[src/rtl/uart_tx_fifo_reader_if.sv]
// FIFO-read and UART-line signals of the TX FIFO reader, bundled as one port.
interface uart_tx_fifo_reader_if;
  logic       iEmpty;
  logic [7:0] iRdData;
  logic       oPop;
  logic       oTx;
  logic       oBusy;
  logic       oDone;

  // master: the reader itself; slave: the FIFO/line side that feeds and watches it
  modport master (input iEmpty, input iRdData, output oPop, output oTx, output oBusy, output oDone);
  modport slave  (output iEmpty, output iRdData, input oPop, input oTx, input oBusy, input oDone);
endinterface

[src/rtl/uart_tx_fifo_reader.sv]
// UART 8N1 transmitter that pulls bytes from a show-ahead FIFO.
// One byte is popped in IDLE, then START, 8 data bits LSB first, and STOP follow,
// each lasting DIV = CLK_FREQ / BAUD_RATE clocks (DIV must be at least 2).
module uart_tx_fifo_reader #(
  parameter int unsigned CLK_FREQ  = 100_000_000,
  parameter int unsigned BAUD_RATE = 9600
) (
  input logic                   iClk,
  input logic                   iRst,
  uart_tx_fifo_reader_if.master bus
);

  localparam int unsigned DIV   = CLK_FREQ / BAUD_RATE;
  localparam int unsigned CNT_W = (DIV > 1) ? $clog2(DIV) : 1;

  typedef enum logic [1:0] {IDLE, START, DATA, STOP} state_t;

  state_t           state;
  state_t           stateNext;
  logic [CNT_W-1:0] baudCnt;
  logic [CNT_W-1:0] baudCntNext;
  logic [2:0]       bitIdx;
  logic [2:0]       bitIdxNext;
  logic [7:0]       shiftReg;
  logic [7:0]       shiftRegNext;
  logic             txReg;
  logic             txNext;
  logic             bitEnd;
  logic             popC;
  logic             busyC;
  logic             doneC;

  assign bitEnd = (baudCnt == CNT_W'(DIV - 1));

  // State register
  always_ff @(posedge iClk or negedge iRst) begin
    if (!iRst) begin
      state <= IDLE;
    end else begin
      state <= stateNext;
    end
  end

  // Next-state logic: each bit phase advances only on its bit-end clock
  always_comb begin
    stateNext = state;
    unique case (state)
      IDLE:  if (popC) stateNext = START;
      START: if (bitEnd) stateNext = DATA;
      DATA:  if (bitEnd && (bitIdx == 3'd7)) stateNext = STOP;
      STOP:  if (bitEnd) stateNext = IDLE;
    endcase
  end

  // Output decode; pop is gated by reset so nothing is consumed while held in reset
  always_comb begin
    popC  = 1'b0;
    busyC = 1'b0;
    doneC = 1'b0;
    if (iRst && (state == IDLE) && !bus.iEmpty) popC = 1'b1;
    if (state != IDLE) busyC = 1'b1;
    if ((state == STOP) && bitEnd) doneC = 1'b1;
  end

  // Datapath next values; line level follows the bit that will be on the wire next cycle
  always_comb begin
    baudCntNext  = baudCnt;
    bitIdxNext   = bitIdx;
    shiftRegNext = shiftReg;
    unique case (state)
      IDLE: begin
        baudCntNext = '0;
        bitIdxNext  = 3'd0;
        if (popC) shiftRegNext = bus.iRdData;
      end
      START, STOP: begin
        baudCntNext = bitEnd ? '0 : baudCnt + CNT_W'(1);
      end
      DATA: begin
        baudCntNext = bitEnd ? '0 : baudCnt + CNT_W'(1);
        if (bitEnd) begin
          shiftRegNext = {1'b0, shiftReg[7:1]};
          bitIdxNext   = bitIdx + 3'd1;
        end
      end
    endcase
    if (stateNext == START) begin
      txNext = 1'b0;
    end else if (stateNext == DATA) begin
      txNext = shiftRegNext[0];
    end else begin
      txNext = 1'b1;
    end
  end

  // Datapath registers; the line idles high under reset
  always_ff @(posedge iClk or negedge iRst) begin
    if (!iRst) begin
      baudCnt  <= '0;
      bitIdx   <= 3'd0;
      shiftReg <= 8'h00;
      txReg    <= 1'b1;
    end else begin
      baudCnt  <= baudCntNext;
      bitIdx   <= bitIdxNext;
      shiftReg <= shiftRegNext;
      txReg    <= txNext;
    end
  end

  assign bus.oPop  = popC;
  assign bus.oBusy = busyC;
  assign bus.oDone = doneC;
  assign bus.oTx   = txReg;

endmodule

[src/flat_wrapper.sv]
// flat-port wrapper written by rule: the top's interface ports become plain ports
module uart_tx_fifo_reader_flat 
#(
  parameter int unsigned CLK_FREQ  = 100_000_000,
  parameter int unsigned BAUD_RATE = 9600
)
  (iClk, iRst, bus_iEmpty, bus_iRdData, bus_oPop, bus_oTx, bus_oBusy, bus_oDone);
  uart_tx_fifo_reader_if bus_i ();
  input logic iClk;
  input logic iRst;
  input wire logic [$bits(bus_i.iEmpty)-1:0] bus_iEmpty;
  input wire logic [$bits(bus_i.iRdData)-1:0] bus_iRdData;
  output wire logic [$bits(bus_i.oPop)-1:0] bus_oPop;
  output wire logic [$bits(bus_i.oTx)-1:0] bus_oTx;
  output wire logic [$bits(bus_i.oBusy)-1:0] bus_oBusy;
  output wire logic [$bits(bus_i.oDone)-1:0] bus_oDone;
  assign bus_i.iEmpty = bus_iEmpty;
  assign bus_i.iRdData = bus_iRdData;
  assign bus_oPop = bus_i.oPop;
  assign bus_oTx = bus_i.oTx;
  assign bus_oBusy = bus_i.oBusy;
  assign bus_oDone = bus_i.oDone;
  uart_tx_fifo_reader #(.CLK_FREQ(CLK_FREQ), .BAUD_RATE(BAUD_RATE)) u_core (.iClk(iClk), .iRst(iRst), .bus(bus_i));
endmodule
[config.mk]
export PLATFORM = sky130hd
export DESIGN_NAME = uart_tx_fifo_reader_flat
export DESIGN_NICKNAME = d
export VERILOG_FILES = /design/src/rtl/uart_tx_fifo_reader_if.sv /design/src/rtl/uart_tx_fifo_reader.sv /design/src/flat_wrapper.sv
export SDC_FILE = /design/constraint.sdc
export NUM_CORES = 1
export LEC_CHECK = 0
export BUFFER_PORTS_ARGS = -buffer_cell sky130_fd_sc_hd__buf_2
export CAP_MARGIN = 0
export CORE_ASPECT_RATIO = 1.1
export CORE_MARGIN = 2
export CORE_UTILIZATION = 47
export DETAILED_ROUTE_END_ITERATION = 8
export GPL_TIMING_DRIVEN = 0
export HOLD_SLACK_MARGIN = 0.12
export PLACE_DENSITY = 0.74
export SLEW_MARGIN = 15
export SYNTH_ARGS = -nofsm -noshare
export SYNTH_HDL_FRONTEND = slang
export SYNTH_SLANG_ARGS = --single-unit
[constraint.sdc]
create_clock -name iClk -period 1.8 [get_ports iClk]
set_input_delay 0.18 -clock iClk [delete_from_list [all_inputs] [get_ports iClk]]
set_output_delay 0.18 -clock iClk [all_outputs]
set_load 0.005 [all_outputs]
# After elaboration in Yosys (flattened, before gate mapping)
# Cells that the tools add are included.
# word_totals
out_inout_bits	4
in_bits	11
word_cells	45
reg_bits	28
# op_classes
n_eq_ne	9
mux	17
n_reduce_logical	11
n_addsub	2
# op_table
cell	n
14-bit one-hot mux with 2 select lines	1
8-bit 2-to-1 mux	2
8-bit one-hot mux with 2 select lines	1
14-bit by 1-bit adder with 14-bit output (second input constant)	1
14-bit == test (second input constant)	1
14-bit 2-to-1 mux	1
2-bit 2-to-1 mux	4
2-bit one-hot mux with 4 select lines	1
2-bit == test (second input constant)	3
3-bit one-hot mux with 2 select lines	1
1-bit 2-to-1 mux	5
2-bit by 1-bit == test with 1-bit output (second input constant)	2
1-bit logical AND	4
2-bit nonzero test	2
3-bit by 1-bit adder with 3-bit output (second input constant)	1
3-bit == test (second input constant)	1
3-bit 2-to-1 mux	1
3-bit AND reduction	1
3-bit OR reduction	1
2-bit logical NOT	1
2-bit by 1-bit inequality test with 1-bit output (second input constant)	1
2-bit inequality test (second input constant)	1
2-bit AND reduction	1
1-bit logical NOT	1

# Longest topological paths before layout
# Gate-level depths: netlist (run 1).
# depth
depth_word	9
mapped_depth	7

# Worst setup path after synthesis (run 1)
# No wires, ideal clock.
# synth_path
path_type	register to register
start	register u_core.baudCnt[10]
end	register u_core.shiftReg[1]
setup_ps	126
path_stages_with_launch	6
synth_period_minus_slack_ps	1887
slack_ps	-87
n_path_buf	1
arrival_time_ps	1760
t_required_ps	1674
path_cell_list	dfrtp_1 -> or4b_4 -> nor4_4 -> buf_6 -> a21oi_2 -> a221o_1
# synth_between
elab_chain_cells	3
# synth_lines
element	line	text
from (decl)	uart_tx_fifo_reader.sv:20	logic [CNT_W-1:0] baudCnt;
from (signal assigned)	uart_tx_fifo_reader.sv:104	baudCnt <= baudCntNext;
14-bit == test	uart_tx_fifo_reader.sv:33	assign bitEnd = (baudCnt == CNT_W'(DIV - 1));
2-bit by 1-bit inequality test with 1-bit output (no source line)	n/a	
3-bit AND reduction (no source line)	n/a	
to (signal assigned)	uart_tx_fifo_reader.sv:106	shiftReg <= shiftRegNext;
to (decl)	uart_tx_fifo_reader.sv:24	logic [7:0] shiftReg;
# Every way passes these cells.
# A chain may end at the register's enable or synchronous reset.

# Final worst setup path (run 1)
# layout_path
start	register u_core.baudCnt[9]
end	output bus_oDone
# layout_between
elab_chain_cells	3
# layout_lines
element	line	text
14-bit == test	uart_tx_fifo_reader.sv:33	
1-bit logical AND	uart_tx_fifo_reader.sv:62	if ((state == STOP) && bitEnd) doneC = 1'b1;
1-bit 2-to-1 mux	uart_tx_fifo_reader.sv:62	
to (decl)	flat_wrapper.sv:16	output wire logic [$bits(bus_i.oDone)-1:0] bus_oDone;
# Every way passes these cells.

==> results of run 1 <==
==> kinds of logic (layout without fill, tap and decap cells) <==
group	after synthesis	count (layout)	synth area share, %
simple gates	61	61	23.47
flops	28	28	50.63
xor+xnor	13	13	8.213
buf+inv	11	42	4.242
fa+ha+maj	3	3	2.708
compound gates	17	17	9.206
mux	2	2	1.534
==> cells in the mapped netlist <==
cell,count
buf_2,2
or4b_4,1
mux2i_1,1
nand2b_1,1
dfrtp_1,27
and3_1,1
nor2b_1,1
a221o_1,7
nand4b_1,1
or3b_2,1
xor2_1,2
dfstp_2,1
a21oi_2,1
nor4_4,1
o211ai_1,1
clkbuf_1,2
nand2_1,11
xnor2_1,11
and2_1,7
nor3_1,5
ha_1,3
o21ai_0,6
a21oi_1,1
a31oi_1,1
nor2_1,17
mux2_2,1
nand4_1,1
or2_2,1
inv_1,5
buf_6,2
nand3_1,8
nor4_1,3
and2_4,1
==> stage by stage <==
stage	utilization (%)	total power (uW)	hold slack, ns	std cells	setup slack, ns
after floorplan	-	658.6	-0.1156	135	-0.05985
after global placement	54.37	681.6	0.2213	182	-0.1581
after detailed placement	54.37	683.6	0.2348	182	-0.1921
after CTS	60.27	1001	0.1234	199	-0.3554
after global routing	60.54	1032	0.1322	199	-0.4482
final	60.54	989.3	0.1280	199	-0.3414
==> worst paths after layout <==
check                      slack [ns]                  to  cells past startpoint         startpoint
max                             -0.34           bus_oDone                      5  u_core.baudCnt[9]
min                              0.13  u_core.shiftReg[0]                      3     bus_iRdData[0]
max reg2reg                     -0.34    u_core.bitIdx[0]                      8  u_core.baudCnt[9]
min reg2reg                      0.51   u_core.baudCnt[0]                      1  u_core.baudCnt[0]
max in group asynchronous        1.20   u_core.baudCnt[5]                      3               iRst
min in group asynchronous        0.43     u_core.state[1]                      3               iRst
==> per-layer routing <==
layer | up-vias | GRT usage (%) | part of all wire, %
li1 | 526 | - | -
met1 | 514 | 23.71 | 44
met2 | 33 | 31.97 | 49
met3 | 7 | 3.412 | 4.1
met4 | 0 | 12.20 | 2.7
met5 | - | 0 | 0
==> where the power goes <==
group	total (uW)	internal (uW)	switching (uW)	leakage, uW
combinational	39.6	20.6	19.0	0.000400
clock	309	124	185	0.0000210
sequential	641	636	4.73	0.000364
==> state kept, by name (all words and copies together), names as in the netlist <==
register,count
u_core.state,2
u_core.bitIdx,3
u_core.baudCnt,14
u_core.shiftReg,8
u_core.bus.oTx,1
==> cell type report <==
type | instances | area (um^2) | area share (%)
Buffer | 5 | 42.54 | 2.530
Clock buffer | 4 | 36.28 | 2.158
Multi-Input combinational cell | 96 | 639.4 | 38.02
Sequential cell | 28 | 701.9 | 41.74
Timing Repair Buffer | 28 | 201.4 | 11.98
Tap cell | 33 | 41.29 | 2.455
Inverter | 5 | 18.77 | 1.116
==> critical path, cell delays in order, from the launching register on <==
cell     delay, ns
dfrtp_1       0.41
or4b_4        0.55
nor4_4        0.30
buf_6         0.14
and3_1        0.14
buf_2         0.10
==> what timing repair did <==
action | in CTS | in global routing
hold buffers | 3 | 0
pin swaps | 1 | 1
hold endpoints to repair | 28 | 0
setup endpoints to repair | 24 | 26
cloned | 2 | 0
buffers inserted | 9 | 0
gates resized for setup | 8 | 3
==> results by group, run 1 <==
STA
  • Period utilisation layout: 119.0%
  • Achievable Freq: 467.0 MHz
  • Slew Limit Fails: 0
  • Worst-Margin Slew: 0.5196 ns
  • Unrepaired setup endpoints after global routing: true
  • Worst Skew: 0.01198 ns
  • Final setup fails: 16
  • Total negative slack: -3.967 ns
  • Relative slew slack: 65.29%
  • Tmin final: 2.141 ns
  • Worst setup margin: -0.3414 ns
  • Final Hold Vio Count: 0

GRT
  • Vias in the first global route: 1107
  • Gr usage total: 19.24%
  • Antenna violations before repair: 0
  • Largest net degree at the start of global routing: 28
  • GRT overflow: 0
  • First-pass GRT wire length: 4892 um

Final layout
  • Layout cells sized above 1: 25.30%
  • Area grow syn2layout: 21.30%
  • # fillers: 232
  • Nets: 181
  • Design area: 1682 um^2
  • Commonest cells after routing, fill and taps aside: 27 x dfrtp_1, 17 x nor2_1, 15 x buf_2
  • Antenna cells: 0
  • Commonest non-fill, non-tap cell in the layout: dfrtp_1

Clock tree
  • Num CTS Buffers: 3
  • Insertion delay to the later sink of the worst-skew pair: 0.34 ns
  • Clock sink total: 28
  • TritonCTS clock tree: yes
  • H-tree lvl count: 1
  • Clock Tree Buf Depth: 2
  • Root Driver: clkbuf_4
  • Clock-pin slew on the worst setup and hold paths: 0.15 ns

Synthesis
  • Post-Synthesis Cells: 135
  • Mapped cell area: 1386 um^2
  • Synth warn: 0
  • Yosys top cell area share: 48.74%
  • Top post-synthesis cells by area: dfrtp_1 49%, xnor2_1 6.9%, a221o_1 5.1%
  • Avg Inst Size Synth: 10.27 um^2
  • FF+latch count, synth: 28
  • Sequential area share after synthesis: 50.63%
  • Dominant cell type by area after synthesis: dfrtp_1
  • Syn nets: 149
  • Distinct cells, synth: 33

Critical path
  • Critical path class: flop to primary output
  • Critical-path maximum fanout: 2
  • Worst endpoint required time: 1.62 ns
  • CP arrival: 1.96 ns
  • CP Capture Type: primary output
  • Startpoint type of the worst setup path: flop

Die
  • Die X: 55.79 um
  • Initial core utilization: 49.91%
  • Total Die Area: 3401 um^2
  • Die Span Y: 60.96 um
  • Floorplan row count: 20
  • Core ar.: 2778 um^2
  • Number of top-level pins: 15

Routing
  • Detailed-route DRC error count: 0
  • Via density: 5.427
  • Drt pass-1 iters: 4
  • Remaining antenna violation count: 0
  • Vias post-DR: 1080
  • WL final: 2848 um
  • DR WL/cell: 14.31 um
  • Initial drt markers: 26

Min path
  • Hold Path Class: input pin to flop

Place
  • Placed wire-length estimate: 1755 um
  • PortBufs: 14
  • Gpl congestion: 0.8214
  • Placed Area: 1510 um^2

Power and ir drop
  • LEAKAGE: 0.0007848 uW
  • Worst VDD drop: 388.6 uV
  • Power density cells: 588.3 nW/um^2

Run
  • Max Cap Viol: 0

Run status
  • Outcome: complete, but fails checks
  • Failing checks: negative setup slack
(Power assumes the default switching activity.)
==> run 2: changes to the inputs <==
ABC_AREA = 1   (was not set)
CELL_PAD_IN_SITES_DETAIL_PLACEMENT = 1   (was not set)
CELL_PAD_IN_SITES_GLOBAL_PLACEMENT = 2   (was not set)
CORE_UTILIZATION = 31   (was 47)
PLACE_DENSITY = 0.78   (was 0.74)
==> run 2 against run 1 <==
Against the previous run: the flow now finishes without violations; non-clock buffer count fell by 13; clock power rose by 25%; combinational power fell by 12%; global-route usage fell by 5.5 points; utilization fell by 23 points; synthesized cell count rose by 27%; die area rose by 55%; via count rose by 10%; sequential power fell by 2%; critical path depth rose by 1; fmax rose by 27%; flip-flop and latch count did not move; highest routed layer unchanged.
==> results by group, run 2 <==
Run status
  • Outcome: completed

Synthesis
  • Yosys top cell area share: 46.27%
  • Most frequent cell after synthesis: nand2_1
  • Synth warn: 0
  • Sequential area share after synthesis: 48.07%
  • Mapped cell area: 1460 um^2
  • Dominant cell type by area after synthesis: dfrtp_1
  • Post-synth ARST share: 100.0%
  • Top post-synthesis cells by area: dfrtp_1 46%, nand2_1 9.8%, nor2_1 6.9%
  • Post-Synthesis Cells: 172
  • FF+latch count, synth: 28
  • Synth cell count leaders: 38 x nand2_1, 27 x dfrtp_1, 27 x nor2_1
  • Avg Inst Size Synth: 8.489 um^2
  • Distinct cells, synth: 28
  • Number of synthesized flops with an enable pin: 0
  • Top_reg_cell synth: dfrtp_1
  • Syn nets: 186

Die
  • Die Span Y: 75.98 um
  • Floorplan row count: 26
  • Number of top-level pins: 15
  • Initial core utilization: 31.83%
  • Total Die Area: 5276 um^2
  • Core ar.: 4587 um^2
  • Die X: 69.44 um

Place
  • PortBufs: 14
  • Placed wire-length estimate: 2408 um
  • Gpl congestion: 0.7714

Power and ir drop
  • LEAKAGE: 0.0008294 uW
  • P_int: 839.6 uW
  • Flop pwr share: 59.8%
  • Worst VDD drop: 451.0 uV
  • Power density cells: 608.9 nW/um^2
  • P_sw: 211.1 uW
  • Sw Ratio: 20.09%
  • Clock network power share: 36.8%
  • Comb power frac: 3.3%

Critical path
  • Startpoint type of the worst setup path: flop
  • Critical path class: flop to primary output
  • Worst-path cell chain: ha_2, nand3_4, nor2_4, nand2_2, nor2_4, buf_2
  • Critical-path maximum fanout: 4
  • Worst endpoint required time: 1.62 ns
  • Max stage delay on crit path: 0.39 ns
  • Slowest CP cell: dfrtp_1
  • CP arrival: 1.50 ns
  • Cell mode on critical path: nor2_4
  • CP Capture Type: primary output

Routing
  • Initial drt markers: 31
  • Drt pass-1 iters: 4
  • Detailed-route DRC error count: 0
  • Vias post-DR: 1192
  • Via density: 4.749
  • Remaining antenna violation count: 0
  • DR WL/cell: 12.98 um
  • WL final: 3258 um

STA
  • Final Hold Vio Count: 0
  • Unrepaired setup endpoints after global routing: false
  • Worst-Margin Slew: 0.2437 ns
  • Worst Skew: 0.004281 ns
  • Achievable Freq: 594.7 MHz
  • Slew Limit Fails: 0
  • Total negative slack: 0 ns
  • Tmin final: 1.681 ns
  • Relative slew slack: 83.65%
  • Period utilisation layout: 93.41%
  • Final setup fails: 0

Clock tree
  • H-tree lvl count: 1
  • TritonCTS clock tree: yes
  • Num CTS Buffers: 3
  • Clock-pin slew on the worst setup and hold paths: 0.10 ns
  • Clock Tree Buf Depth: 2
  • Root Driver: clkbuf_8
  • Insertion delay to the later sink of the worst-skew pair: 0.27 ns
  • Clock sink total: 28

Min path
  • Hold Path Class: input pin to flop

Final layout
  • Antenna cells: 0
  • Largest Register: u_core.baudCnt
  • Max reg flops: 14
  • Commonest cells after routing, fill and taps aside: 38 x nand2_1, 27 x nor2_1, 27 x dfrtp_1
  • Util after Layout: 37.62%
  • Biggest regs: u_core.baudCnt x14, u_core.shiftReg x8, u_core.bitIdx x3
  • Area grow syn2layout: 18.17%
  • Nets: 210
  • Layout cells sized above 1: 23.08%
  • Commonest non-fill, non-tap cell in the layout: nand2_1
  • # fillers: 540

Run
  • Max Cap Viol: 0

GRT
  • First-pass GRT wire length: 5975 um
  • Vias in the first global route: 1299
  • GRT overflow: 0
  • Antenna violations before repair: 0
  • Largest net degree at the start of global routing: 28
  • Gr usage total: 13.76%
run 2: cell count changes after synthesis, moves of 6 or more:
| cell | delta |
|---|---|
| inv_1 | +12 |
| nand2_1 | +27 |
| xnor2_1 | -10 |
| a22oi_1 | +6 |
| a221o_1 | -7 |
| and2_1 | -7 |
| nor2_1 | +10 |
run 2: per-layer routing:
layer / up-vias / wire length [um] / GRT usage [%]
li1: 596 / - / -
met1: 577 / 1504 / 17.53
met2: 17 / 1645 / 24.52
met3: 2 / 91 / 2.116
met4: 0 / 15 / 2.941
met5: - / 0 / 0
run 2: power by group through the flow:
stage               Combinational, uW  Sequential, uW  Clock, uW
global placement                 25.1             641          0
CTS                              36.6             629        410
floorplan                        1.31             641          0
detailed placement               26.2             641          0
finish                           35.0             629        387
global route                     40.4             629        438
run 2: kinds of logic after synthesis:
| family | after synthesis | synth area share (%) |
|---|---|---|
| AOI/OAI and AO/OA | 15 | 6.340 |
| xor gates and xnor gates | 3 | 1.800 |
| buffers and inverters | 21 | 5.826 |
| DFF | 28 | 48.07 |
| and+or+nand+nor | 102 | 35.39 |
| adders and majority gates | 3 | 2.571 |
run 2: final cells by class:
cell class                 instances  area [um^2]  area share (%)
inverter                          20        80.08           4.641
multi-input combinational        123        688.2           39.88
sequential                        28        701.9           40.68
timing repair buffer              19        125.1           7.252
buffer                             1        5.005          0.2901
clock buffer                       4        55.05           3.191
tap                               56        70.07           4.061
run 2: final timing paths:
kind,slack (ns),endpoint,start,depth (start not counted)
worst min register to register,0.51,u_core.shiftReg[4],u_core.shiftReg[5],2
worst max register to register,0.26,u_core.baudCnt[7],u_core.baudCnt[1],8
max in group asynchronous,1.06,u_core.baudCnt[8],iRst,3
worst max-delay path,0.12,bus_oDone,u_core.baudCnt[1],6
min in group asynchronous,0.55,u_core.bus.oTx,iRst,2
worst min-delay path,0.14,u_core.shiftReg[4],bus_iRdData[4],3
run 2: repair_timing:
item | CTS | global route
gates resized for setup | 0 | 3
endpoints found under the setup margin | 0 | 3
hold buffers | 3 | 0
buffers inserted | 0 | 2
endpoints found under the hold margin | 28 | 0
run 2: metrics by stage:
| step | instances | hold slack (ns) | total power [uW] | cell area, um^2 | setup WS, ns |
|---|---|---|---|---|---|
| global route | 251 | 0.1343 | 1107 | 1725 | 0.007438 |
| finish | 251 | 0.1372 | 1051 | 1725 | 0.1186 |
| CTS | 249 | 0.1297 | 1075 | 1695 | 0.002550 |
| detailed placement | 242 | 0.2598 | 667.2 | 1600 | 0.05981 |
| global placement | 242 | 0.2472 | 666.1 | 1600 | 0.1022 |
| floorplan | 172 | -0.1156 | 642.5 | 1460 | 0.4027 |
run 2: worst max-delay path, delay by kind of cell, from the launching register on:
family                     cells  cell delay [ns]
buffers and inverters          1             0.12
adders and majority gates      1             0.23
and+or+nand+nor                4             0.50
DFF                            1             0.39
